File: config.mk
export PLATFORM = sky130hd
export DESIGN_NAME = mem_access_flat
export DESIGN_NICKNAME = d
export VERILOG_FILES = /design/src/rtl/mem_access_if.sv /design/src/rtl/mem_access.sv /design/src/flat_wrapper.sv
export SDC_FILE = /design/constraint.sdc
export NUM_CORES = 1
export LEC_CHECK = 0
export CAP_MARGIN = 20
export CORE_MARGIN = 4
export CORE_UTILIZATION = 44
export DETAILED_ROUTE_END_ITERATION = 12
export GPL_ROUTABILITY_DRIVEN = 0
export GPL_TIMING_DRIVEN = 0
export PLACE_DENSITY = 0.8
export SLEW_MARGIN = 40
export SYNTH_ARGS = -nofsm -noshare
export SYNTH_HDL_FRONTEND = slang
export SYNTH_SLANG_ARGS = --single-unit
File: constraint.sdc
create_clock -name clk -period 5.65 [get_ports clk]
set_clock_uncertainty 0.1 [all_clocks]
set_input_delay 0.565 -clock clk [delete_from_list [all_inputs] [get_ports clk]]
set_output_delay 0.565 -clock clk [all_outputs]
set_load 0.1 [all_outputs]
File: src/rtl/mem_access_if.sv
// Memory-access stage signal bundle: EX-side request, data bus, and write-back result.
// The stage itself connects through slave; the upstream/bus/write-back side uses master.
interface mem_access_if;
    logic        in_valid;
    logic        in_ready;
    logic        flush;
    logic [1:0]  mem_access_op;
    logic [1:0]  mem_access_sz;
    logic        mem_load_unsigned;
    logic [31:0] data_i;
    logic [31:0] mem_addr;
    logic [4:0]  reg_addr;
    logic [31:0] bus_address;
    logic        bus_read;
    logic        bus_write;
    logic [3:0]  bus_byte_enable;
    logic [31:0] bus_data_o;
    logic [31:0] bus_data_i;
    logic        bus_stall;
    logic        wb_valid;
    logic [31:0] wb_data;
    logic [4:0]  wb_reg_addr;
    logic        addr_error;
    logic        addr_error_store;
    logic [31:0] bad_vaddr;

    modport slave (
        input  in_valid, flush, mem_access_op, mem_access_sz, mem_load_unsigned,
               data_i, mem_addr, reg_addr, bus_data_i, bus_stall,
        output in_ready, bus_address, bus_read, bus_write, bus_byte_enable, bus_data_o,
               wb_valid, wb_data, wb_reg_addr, addr_error, addr_error_store, bad_vaddr
    );

    modport master (
        output in_valid, flush, mem_access_op, mem_access_sz, mem_load_unsigned,
               data_i, mem_addr, reg_addr, bus_data_i, bus_stall,
        input  in_ready, bus_address, bus_read, bus_write, bus_byte_enable, bus_data_o,
               wb_valid, wb_data, wb_reg_addr, addr_error, addr_error_store, bad_vaddr
    );
endinterface

File: src/rtl/mem_access.sv
// Memory-access pipeline stage: latches EX results, runs one bus transaction per
// aligned load/store, aligns/extends load data and presents a registered write-back.
module mem_access (
    input  logic      clk,
    input  logic      rst,
    mem_access_if.slave io
);
    localparam logic [1:0] OP_D2R  = 2'b00;
    localparam logic [1:0] OP_M2R  = 2'b01;
    localparam logic [1:0] OP_R2M  = 2'b10;
    localparam logic [1:0] SZ_BYTE = 2'b00;
    localparam logic [1:0] SZ_HALF = 2'b01;
    localparam logic [1:0] SZ_WORD = 2'b10;

    typedef enum logic {IDLE, ACCESS} state_t;

    typedef struct packed {
        logic [1:0]  op;
        logic [1:0]  sz;
        logic        uns;
        logic [31:0] data;
        logic [31:0] addr;
        logic [4:0]  rd;
    } req_t;

    typedef struct packed {
        logic        valid;
        logic [31:0] data;
        logic [4:0]  rd;
        logic        err;
        logic        err_st;
        logic [31:0] bad;
    } wb_t;

    state_t state_q, state_d;
    req_t   req_q;
    wb_t    wb_q, wb_d;
    logic   flush_q, flush_d;

    // Reserved op/size codes degrade to D2R / WORD before anything else sees them.
    logic [1:0] op_in, sz_in;
    logic       mis_in, accept;
    assign op_in  = (io.mem_access_op == 2'b11) ? OP_D2R  : io.mem_access_op;
    assign sz_in  = (io.mem_access_sz == 2'b11) ? SZ_WORD : io.mem_access_sz;
    assign mis_in = ((sz_in == SZ_HALF) && io.mem_addr[0]) ||
                    ((sz_in == SZ_WORD) && (io.mem_addr[1:0] != 2'b00));
    assign accept = io.in_valid && (state_q == IDLE) && !io.flush;

    assign io.in_ready = (state_q == IDLE);

    // Load alignment: pick the addressed lane(s) of the returned word.
    logic [3:0][7:0] rd_lanes;
    logic [7:0]      ld_byte;
    logic [15:0]     ld_half;
    logic [31:0]     ld_data;
    assign rd_lanes = io.bus_data_i;
    assign ld_byte  = rd_lanes[req_q.addr[1:0]];
    assign ld_half  = req_q.addr[1] ? io.bus_data_i[31:16] : io.bus_data_i[15:0];

    always_comb begin
        case (req_q.sz)
            SZ_BYTE: ld_data = req_q.uns ? {24'h0, ld_byte} : {{24{ld_byte[7]}}, ld_byte};
            SZ_HALF: ld_data = req_q.uns ? {16'h0, ld_half} : {{16{ld_half[15]}}, ld_half};
            default: ld_data = io.bus_data_i;
        endcase
    end

    // Bus drive depends only on state and latched request, so reset drops it at once.
    always_comb begin
        io.bus_address     = '0;
        io.bus_read        = 1'b0;
        io.bus_write       = 1'b0;
        io.bus_byte_enable = '0;
        io.bus_data_o      = '0;
        if (state_q == ACCESS) begin
            io.bus_address = {req_q.addr[31:2], 2'b00};
            io.bus_read    = (req_q.op == OP_M2R);
            io.bus_write   = (req_q.op == OP_R2M);
            case (req_q.sz)
                SZ_BYTE: begin
                    io.bus_byte_enable = 4'b0001 << req_q.addr[1:0];
                    io.bus_data_o      = {4{req_q.data[7:0]}};
                end
                SZ_HALF: begin
                    io.bus_byte_enable = req_q.addr[1] ? 4'b1100 : 4'b0011;
                    io.bus_data_o      = {2{req_q.data[15:0]}};
                end
                default: begin
                    io.bus_byte_enable = 4'b1111;
                    io.bus_data_o      = req_q.data;
                end
            endcase
        end
    end

    always_comb begin
        state_d = state_q;
        flush_d = flush_q;
        wb_d    = '0;
        case (state_q)
            IDLE: begin
                flush_d = 1'b0;
                if (accept) begin
                    if (op_in == OP_D2R) begin
                        wb_d.valid = 1'b1;
                        wb_d.data  = io.data_i;
                        wb_d.rd    = io.reg_addr;
                    end else if (mis_in) begin
                        wb_d.valid  = 1'b1;
                        wb_d.err    = 1'b1;
                        wb_d.err_st = (op_in == OP_R2M);
                        wb_d.bad    = io.mem_addr;
                    end else begin
                        state_d = ACCESS;
                    end
                end
            end
            ACCESS: begin
                // A flush cannot abort the bus cycle; it only hides the result.
                if (io.flush) flush_d = 1'b1;
                if (!io.bus_stall) begin
                    state_d = IDLE;
                    flush_d = 1'b0;
                    if (!(flush_q || io.flush)) begin
                        wb_d.valid = 1'b1;
                        if (req_q.op == OP_M2R) begin
                            wb_d.data = ld_data;
                            wb_d.rd   = req_q.rd;
                        end
                    end
                end
            end
            default: state_d = IDLE;
        endcase
    end

    always_ff @(posedge clk or posedge rst) begin
        if (rst) begin
            state_q <= IDLE;
            flush_q <= 1'b0;
            wb_q    <= '0;
            req_q   <= '0;
        end else begin
            state_q <= state_d;
            flush_q <= flush_d;
            wb_q    <= wb_d;
            if (accept)
                req_q <= '{op: op_in, sz: sz_in, uns: io.mem_load_unsigned,
                           data: io.data_i, addr: io.mem_addr, rd: io.reg_addr};
        end
    end

    assign io.wb_valid         = wb_q.valid;
    assign io.wb_data          = wb_q.data;
    assign io.wb_reg_addr      = wb_q.rd;
    assign io.addr_error       = wb_q.err;
    assign io.addr_error_store = wb_q.err_st;
    assign io.bad_vaddr        = wb_q.bad;
endmodule

File: src/flat_wrapper.sv
// flat-port wrapper written by rule: the top's interface ports become plain ports
module mem_access_flat 
  (clk, rst, io_in_valid, io_flush, io_mem_access_op, io_mem_access_sz, io_mem_load_unsigned, io_data_i, io_mem_addr, io_reg_addr, io_bus_data_i, io_bus_stall, io_in_ready, io_bus_address, io_bus_read, io_bus_write, io_bus_byte_enable, io_bus_data_o, io_wb_valid, io_wb_data, io_wb_reg_addr, io_addr_error, io_addr_error_store, io_bad_vaddr);
  mem_access_if io_i ();
  input  logic clk;
  input  logic rst;
  input wire logic [$bits(io_i.in_valid)-1:0] io_in_valid;
  input wire logic [$bits(io_i.flush)-1:0] io_flush;
  input wire logic [$bits(io_i.mem_access_op)-1:0] io_mem_access_op;
  input wire logic [$bits(io_i.mem_access_sz)-1:0] io_mem_access_sz;
  input wire logic [$bits(io_i.mem_load_unsigned)-1:0] io_mem_load_unsigned;
  input wire logic [$bits(io_i.data_i)-1:0] io_data_i;
  input wire logic [$bits(io_i.mem_addr)-1:0] io_mem_addr;
  input wire logic [$bits(io_i.reg_addr)-1:0] io_reg_addr;
  input wire logic [$bits(io_i.bus_data_i)-1:0] io_bus_data_i;
  input wire logic [$bits(io_i.bus_stall)-1:0] io_bus_stall;
  output wire logic [$bits(io_i.in_ready)-1:0] io_in_ready;
  output wire logic [$bits(io_i.bus_address)-1:0] io_bus_address;
  output wire logic [$bits(io_i.bus_read)-1:0] io_bus_read;
  output wire logic [$bits(io_i.bus_write)-1:0] io_bus_write;
  output wire logic [$bits(io_i.bus_byte_enable)-1:0] io_bus_byte_enable;
  output wire logic [$bits(io_i.bus_data_o)-1:0] io_bus_data_o;
  output wire logic [$bits(io_i.wb_valid)-1:0] io_wb_valid;
  output wire logic [$bits(io_i.wb_data)-1:0] io_wb_data;
  output wire logic [$bits(io_i.wb_reg_addr)-1:0] io_wb_reg_addr;
  output wire logic [$bits(io_i.addr_error)-1:0] io_addr_error;
  output wire logic [$bits(io_i.addr_error_store)-1:0] io_addr_error_store;
  output wire logic [$bits(io_i.bad_vaddr)-1:0] io_bad_vaddr;
  assign io_i.in_valid = io_in_valid;
  assign io_i.flush = io_flush;
  assign io_i.mem_access_op = io_mem_access_op;
  assign io_i.mem_access_sz = io_mem_access_sz;
  assign io_i.mem_load_unsigned = io_mem_load_unsigned;
  assign io_i.data_i = io_data_i;
  assign io_i.mem_addr = io_mem_addr;
  assign io_i.reg_addr = io_reg_addr;
  assign io_i.bus_data_i = io_bus_data_i;
  assign io_i.bus_stall = io_bus_stall;
  assign io_in_ready = io_i.in_ready;
  assign io_bus_address = io_i.bus_address;
  assign io_bus_read = io_i.bus_read;
  assign io_bus_write = io_i.bus_write;
  assign io_bus_byte_enable = io_i.bus_byte_enable;
  assign io_bus_data_o = io_i.bus_data_o;
  assign io_wb_valid = io_i.wb_valid;
  assign io_wb_data = io_i.wb_data;
  assign io_wb_reg_addr = io_i.wb_reg_addr;
  assign io_addr_error = io_i.addr_error;
  assign io_addr_error_store = io_i.addr_error_store;
  assign io_bad_vaddr = io_i.bad_vaddr;
  mem_access u_core (.clk(clk), .rst(rst), .io(io_i));
endmodule
==> Word-level counts from Yosys, hierarchy flattened <==
Index checks and enable logic that the tools add are counted.
{ "totals": {"reg_bits": 148, "elab_cells": 71} }
{ "op_classes": {"order_cmp": 1, "n_eq_ne": 9, "shifts": 1, "muxes": 35, "bitwise_logic": 1, "n_reduce_logical": 10} }
{ "ops": {"columns": ["op", "n"], "rows": [
  ["2-to-1 mux 32 bit", 4],
  ["one-hot mux 32 bit (2 select lines)", 2],
  ["2-to-1 mux 34 bit", 3],
  ["2-to-1 mux 38 bit", 2],
  ["one-hot mux 38 bit (2 select lines)", 1],
  ["2-to-1 mux 37 bit", 2],
  ["2-to-1 mux 72 bit", 1],
  ["binary-select mux 8 bit (select 2 bit)", 1],
  ["2-to-1 mux 16 bit", 1],
  ["equality test 2 bit (second input constant)", 5],
  ["2-to-1 mux 1 bit", 10],
  ["2-to-1 mux 4 bit", 2],
  ["2-to-1 mux 8 bit", 1],
  ["one-hot mux 4 bit (2 select lines)", 1],
  ["equality test 2 x 1 -> 1 bit (second input constant)", 3],
  ["logical AND 1 bit", 4],
  ["zero test 2 bit", 2],
  ["2-to-1 mux 2 bit", 2],
  ["one-hot mux 1 bit (2 select lines)", 2],
  ["<< shifter 1 x 2 -> 4 bit (first input constant)", 1],
  ["less-than comparator 2 x 3 -> 1 bit (second input constant)", 1],
  ["inequality test 3 bit (second input constant)", 1],
  ["logical OR 1 bit", 2],
  ["nonzero test 2 bit", 1],
  ["other kinds (2)", 2]
]} }

==> Depth between registers and ports, before layout <==
Gate-level depths: netlist of the first run.
{ "depth": {"word_depth": 9, "mapped_depth": 7, "mapped_depth_nobuf": 5} }

==> Worst setup path after synthesis of the first run <==
No wires, ideal clock.
{ "synth_timing": {"path_type": "register to output", "from": "register u_core.state_q", "to": "output port io_bus_byte_enable[1]", "t_arrival_ns": 2.756, "setup_slack_ns": 2.229, "stages_incl_launch_ff": 6, "n_path_buf": 3, "cell_sequence": "dfrtp_1 > buf_4 > inv_2 > clkbuf_1 > buf_1 > nor2_1"} }
{ "synth_via": {"elab_chain_cells": 1} }
{ "synth_lines": {"columns": ["item", "line_no", "text"], "rows": [
  ["start: declaration", "mem_access.sv:35", "state_t state_q, state_d;"],
  ["start signal: assignment", "mem_access.sv:144", "state_q <= state_d;"],
  ["2-to-1 mux 4 bit", "mem_access.sv:75", "if (state_q == ACCESS) begin"],
  ["end: declaration", "flat_wrapper.sv:21", "output wire logic [$bits(io_i.bus_byte_enable)-1:0] io_bus_byte_enable;"]
]} }
Every way passes these cells.

==> Worst setup path in the final report of the first run <==
{ "layout_timing": {"from": "register u_core.req_q[70] (netlist bit)", "to": "output port io_bus_data_o[28]"} }
{ "layout_via": {"elab_chain_cells": 3, "elab_cells_between_ends": 4, "cone_classes": "eq/ne: 1; mux: 2; reduce/logical: 1"} }
{ "layout_lines": {"columns": ["item", "line_no", "text"], "rows": [
  ["start: declaration", "mem_access.sv:36", "req_t req_q;"],
  ["start signal: assignment", "mem_access.sv:148", "req_q <= '{op: op_in, sz: sz_in, uns: io.mem_load_unsigned,"],
  ["equality test 2 x 1 -> 1 bit or zero test 2 bit (tied branches)", "mem_access.sv:79", "case (req_q.sz)"],
  ["one-hot mux 32 bit (2 select lines) (*)", "mem_access.sv:79", null],
  ["2-to-1 mux 32 bit (*)", "mem_access.sv:75", null],
  ["end: declaration", "flat_wrapper.sv:22", "output wire logic [$bits(io_i.bus_data_o)-1:0] io_bus_data_o;"]
]} }
Mark *: on every way between the ends. The rest lies on a longest branch, timed or not.

==> results of run 1 <==
==> sequential cells by signal, summed over array words and instances, names as in the netlist <==
name                        flops
u_core.flush_q                  1
u_core.io.addr_error            1
u_core.io.addr_error_store      1
u_core.io.bad_vaddr            32
u_core.io.wb_data              32
u_core.io.wb_reg_addr           5
u_core.io.wb_valid              1
u_core.req_q                   74
u_core.state_q                  1
==> cells in the mapped netlist (all sizes together) (2+ instances only) <==
cell    number
nand2      254
dfrtp      148
and2        74
nor2        39
buf         28
clkbuf      20
a21oi       19
mux2i       17
a221o       16
a22o        13
o21ai       13
mux2         9
nand3b       9
inv          8
nand3        8
a222oi       7
nand4        7
ha           3
a221oi       2
nand2b       2
nor2b        2
nor3         2
nor4         2
==> power groups by stage <==
stage	clock [mW]	combinational (mW)	sequential (mW)
floorplan	0	0.492	1.34
global placement	0	0.854	1.24
detailed placement	0	0.831	1.24
CTS	1.18	0.834	1.23
global route	1.23	0.892	1.24
finish	1.17	0.837	1.23
==> cells by family after synthesis <==
logic type                 count (synthesis)  share of synthesized area, %
adders and majority gates                  3                        0.5593
buffers and inverters                     56                         3.878
DFF                                      148                         55.18
other                                      1                       0.05587
AOI/OAI and AO/OA                         73                         8.091
and+or+nand+nor                          403                         27.67
muxes                                     27                         4.567
==> final cells by class <==
cell class | count | area [um^2]
Sequential cell | 148 | 3704
Tap cell | 184 | 230.2
Inverter | 8 | 37.54
Timing Repair Buffer | 253 | 1862
Fill cell | 1258 | 5336
Clock buffer | 17 | 425.4
Buffer | 48 | 230.2
Clock inverter | 14 | 177.7
Multi-Input combinational cell | 508 | 2751
==> worst max-delay path, delay by kind of cell, from the launching register on <==
| family | cells | cell delay (ps) |
|---|---|---|
| compound gates | 1 | 50 |
| buf+inv | 3 | 1080 |
| flops | 1 | 460 |
| mux | 1 | 110 |
| simple gates | 2 | 310 |
==> through the flow <==
stage / util (%) / instance area, um^2 / setup WS (ps)
6_report: 63.83 / 9418 / 2547
3_3_place_gp: 64.10 / 9458 / -979.3
3_5_place_dp: 59.74 / 8815 / 2955
2_1_floorplan: - / 6715 / 1005
5_1_grt: 63.83 / 9418 / 2447
4_1_cts: 63.83 / 9418 / 2549
==> worst min path at each step <==
| stage | startpoint | to | cells after the start |
|---|---|---|---|
| floorplan | u_core.req_q[10] | u_core.req_q[10] | 2 |
| global placement | u_core.req_q[17] | u_core.req_q[17] | 2 |
| detailed placement | u_core.req_q[15] | u_core.req_q[15] | 2 |
| CTS | u_core.req_q[15] | u_core.req_q[15] | 2 |
| global route | u_core.req_q[14] | u_core.req_q[14] | 2 |
| finish | u_core.req_q[28] | u_core.req_q[28] | 2 |
==> routing by layer <==
metal	wire length (um)	share of wire, %
met5	0	0
met4	600	2.7
met3	1960	8.7
met2	10790	48
met1	9241	41
==> results.yml, run 1 <==
clock_tree:
  cts_made_buffers: 17
  cts-root-to-sink-buffers: 2
  post_cts_buffers: 0
  path_clk_slew_ps: 70
  cts_resized: 0
  cts_tree: "done"
  cts_sinks: 148
  htreeDepth: 4
  clk-insertion-delay-late_ps: 430
  cts-root-buf: "clkbuf_16"
  holdBufCountCts: 0
grt:
  grt_max_degree: 66
  busiest_layer: "met2"
  grt_util_met1_pct: 33.55
  track_usage_pct: 25.98
  met3_usage_pct: 7.951
  grt_overflow: 0
  grt_use_met2_pct: 41.75
  grt_pass1_wl_mm: 35.07
  grt_pass1_vias: 6148
  antenna_found_initial: 0
pwr:
  ir_drop_mv: 0.2392
  p_per_area_mw_per_mm2: 343.1
  power_switching_share_pct: 35.03
  pwr-share-clk_pct: 36.1
  internal_power_mw: 2.099
  power_frac_seq_pct: 38.0
  combPwrFrac_pct: 25.9
  p_total_mw: 3.231
  leakage_nw: 4.998
  p_sw_mw: 1.132
timing:
  fin_crit_sh_pct: 54.92
  finalCriticalPeriod_ps: 3103
  hold_viol_final: 0
  tns_ps: 0
  fmax_mhz: 322.3
  rsz0062_at_grt: "no"
  max_slew_margin_pct: 57.94
  slew_viol_final: 0
  setup_violations: 0
  worst_pin_slew_ps: 626.7
  holdWs_ps: 367.5
setup_path:
  critPathArrivalTime_ps: 2440
  timing.rr.start: "u_core.state_q"
  crit_path_max_fanout: 10
  crit_top_cell: "buf_2"
  crit_type: "reg2out"
  worstPathCellList: "buf_2 -> buf_2 -> mux2i_1 -> nor2_1 -> a21oi_1 -> nor2_1 -> buf_2"
  max_stage_delay_ps: 470
  r2r_cells: 5
  worstSetupEndpoint: "io_bus_data_o[28]"
  slowest_stage: "buf_2"
  reg2reg_to: "u_core.io.wb_data[13]"
  cp-start-kind: "flop"
  required_ps: 4990
  critPathLaunch: "u_core.req_q[70]"
  endpoint_kind: "output pin"
  ff2ff_setup_slack_ps: 3710
detailed_routing:
  num_vias: 6155
  wirelength_mm: 22.60
  drt_iter0_markers: 675
  drc: 0
  ant_nets: 0
  wire_per_inst_um: 19.15
  detail_route.vias_per_cell: 5.216
  drt_first_pass_iters: 5
floorplan:
  die_area_mm2: 0.01729
  ios: 254
  die_height_um: 131.5
  die_w_um: 131.5
  initial_core_util_pct: 45.49
  rows: 44
  coreArea_mm2: 0.01475
yosys:
  synth_top_area_share_pct: 55.18
  avgSynthCellArea_um2: 9.439
  ys_types: 43
  syn_area_mm2: 0.006711
  synth_area_leaders: "dfrtp_1 55%, nand2_1 14%, and2_1 6.9%"
  ys_ff_latch: 148
  async_flop_share_pct: 100.0
  yosys_warnings: 0
  synth_top_cell_by_area: "dfrtp_1"
  synth_cells: 711
  synth_edf_count: 0
  synthFlopType: "dfrtp_1"
  yosysSeqAreaShare_pct: 55.18
worst_hold_path:
  min_path_type: "reg2reg"
final_layout:
  final_cell_count_no_fill: 1180
  mostFrequentLayoutCell: "nand2_1"
  antenna_cells: 0
  drive_above_1_share_pct: 22.29
  area_growth_pct: 40.32
  layout_common_cells: "253 x nand2_1, 160 x buf_2, 148 x dfrtp_1, 110 x clkdlybuf4s50_1, 74 x and2_1"
  finalNetCount: 1098
job:
  drv_cap: 0
place:
  dp.cells: 1149
  dp_hpwl_mm: 17.01
  port_buffers: 251
outcome:
  status: "finished, final reports clean"
(Power assumes the default switching activity.)
==> inputs of run 2 (changes only) <==
==> constraint.sdc (replaced) <==
create_clock -name clk -period 3.2 [get_ports clk]
set_clock_uncertainty 0.1 [all_clocks]
set_input_delay 0.32 -clock clk [delete_from_list [all_inputs] [get_ports clk]]
set_output_delay 0.32 -clock clk [all_outputs]
set_load 0.1 [all_outputs]
==> run 2 against run 1 <==
Compared with the run above: die area unchanged; cell count increased by 0.42%; sequential power increased by 76%; wire length about the same; highest routed layer unchanged.
==> results.yml, run 2 (synthesis results as in run 1) <==
outcome:
  status: "finished, final reports clean"
detailed_routing:
  detail_route.vias_per_cell: 5.195
  num_vias: 6156
  drt_iter0_markers: 648
  ant_nets: 0
  drc: 0
  wirelength_mm: 22.60
  wire_per_inst_um: 19.07
  drt_first_pass_iters: 5
setup_path:
  crit_path_max_fanout: 10
  required_ps: 2780
  critPathArrivalTime_ps: 2440
  crit_type: "reg2out"
  endpoint_kind: "output pin"
  cp-start-kind: "flop"
clock_tree:
  htreeDepth: 4
  cts-root-buf: "clkbuf_16"
  cts_resized: 0
  holdBufCountCts: 0
  clk-insertion-delay-late_ps: 430
  path_clk_slew_ps: 60
  cts-root-to-sink-buffers: 2
  post_cts_buffers: 0
  cts_sinks: 148
  cts_tree: "done"
  cts_made_buffers: 17
grt:
  grt_max_degree: 28
  grt_overflow: 0
  track_usage_pct: 26.20
  antenna_found_initial: 0
  grt_pass1_wl_mm: 35.32
  grt_pass1_vias: 6150
floorplan:
  die_w_um: 131.5
  ios: 254
  coreArea_mm2: 0.01475
  die_height_um: 131.5
  initial_core_util_pct: 45.49
  rows: 44
  die_area_mm2: 0.01729
final_layout:
  largest_reg_flops: 74
  area_growth_pct: 40.94
  nFillCells: 1222
  finalNetCount: 1102
  antenna_cells: 0
  mostFrequentLayoutCell: "nand2_1"
  layout_common_cells: "253 x nand2_1, 160 x buf_2, 148 x dfrtp_1, 110 x clkdlybuf4s50_1, 74 x and2_1"
  final_cell_count_no_fill: 1185
  regMostFlops: "u_core.req_q"
  drive_above_1_share_pct: 22.48
timing:
  hold_viol_final: 0
  setup_violations: 0
  slew_viol_final: 0
  fin_crit_sh_pct: 89.49
  rsz0062_at_grt: "no"
  tns_ps: 0
  finalCriticalPeriod_ps: 2864
  fmax_mhz: 349.2
  worst_pin_slew_ps: 625.6
  max_slew_margin_pct: 58.30
place:
  dp.cells: 1153
  port_buffers: 251
  dp_hpwl_mm: 17.29
job:
  drv_cap: 0
pwr:
  p_per_area_mw_per_mm2: 590.6
  combPwrFrac_pct: 26.7
  internal_power_mw: 3.587
  leakage_nw: 5.011
  power_frac_seq_pct: 38.8
  ir_drop_mv: 0.4054
  p_sw_mw: 2.000
  pwr-share-clk_pct: 34.5
  power_switching_share_pct: 35.80
worst_hold_path:
  min_path_type: "in2async"
[run 2: critical path, cell delays in order, from the launching register on]
cell,delay [ps]
dfrtp_1,360
buf_4,170
inv_2,50
clkbuf_1,410
buf_1,490
buf_2,530
[run 2: power by group through the flow]
stage / sequential, mW / combinational, mW / clock, mW
after floorplan: 2.36 / 0.868 / 0
after global placement: 2.19 / 1.51 / 0
after detailed placement: 2.20 / 1.48 / 0
after CTS: 2.17 / 1.49 / 1.95
after global routing: 2.19 / 1.59 / 2.03
final: 2.17 / 1.49 / 1.93
[run 2: final timing paths]
kind / start / to / slack (ps) / cells after the start
worst max-delay path: u_core.state_q / io_in_ready / 340 / 5
worst min-delay path: rst / u_core.req_q[67] / 170 / 2
worst max register to register: u_core.state_q / u_core.io.wb_data[13] / 1230 / 5
worst min register to register: u_core.req_q[33] / u_core.req_q[33] / 360 / 2
max in group asynchronous: rst / u_core.req_q[30] / 2190 / 4
min in group clk: io_mem_load_unsigned / u_core.req_q[69] / 330 / 3
[run 2: area by class of cell]
type / count / area [um^2] / area share (%)
timing repair buffer: 257 / 1942 / 20.53
multi-input combinational: 508 / 2751 / 29.09
clock inverter: 12 / 121.4 / 1.283
inverter: 8 / 33.78 / 0.3571
tap: 184 / 230.2 / 2.434
sequential: 148 / 3704 / 39.15
buffer: 48 / 230.2 / 2.434
clock buffer: 20 / 446.7 / 4.722
[run 2: per-stage QoR]
stage                     total power, mW  hold WS (ps)  area (um^2)  util [%]  setup slack (ps)
final                               5.587         166.3         9459     64.11             336.2
after global routing                5.811         177.2         9459     64.11             216.9
after CTS                           5.603         162.2         9459     64.11             346.5
after detailed placement            3.678         353.6         8891     60.26             719.2
after global placement              3.702         350.0         9462     64.13            -342.8
after floorplan                     3.228         325.4         6719         -             23.77
[run 2: metal layers]
metal,global-route usage (%),routed length (um),vias up
met2,42.12,10890,270
met1,33.55,9014,2964
li1,-,-,2877
met5,0,0,-
met4,10.85,687,0
met3,7.339,2003,45
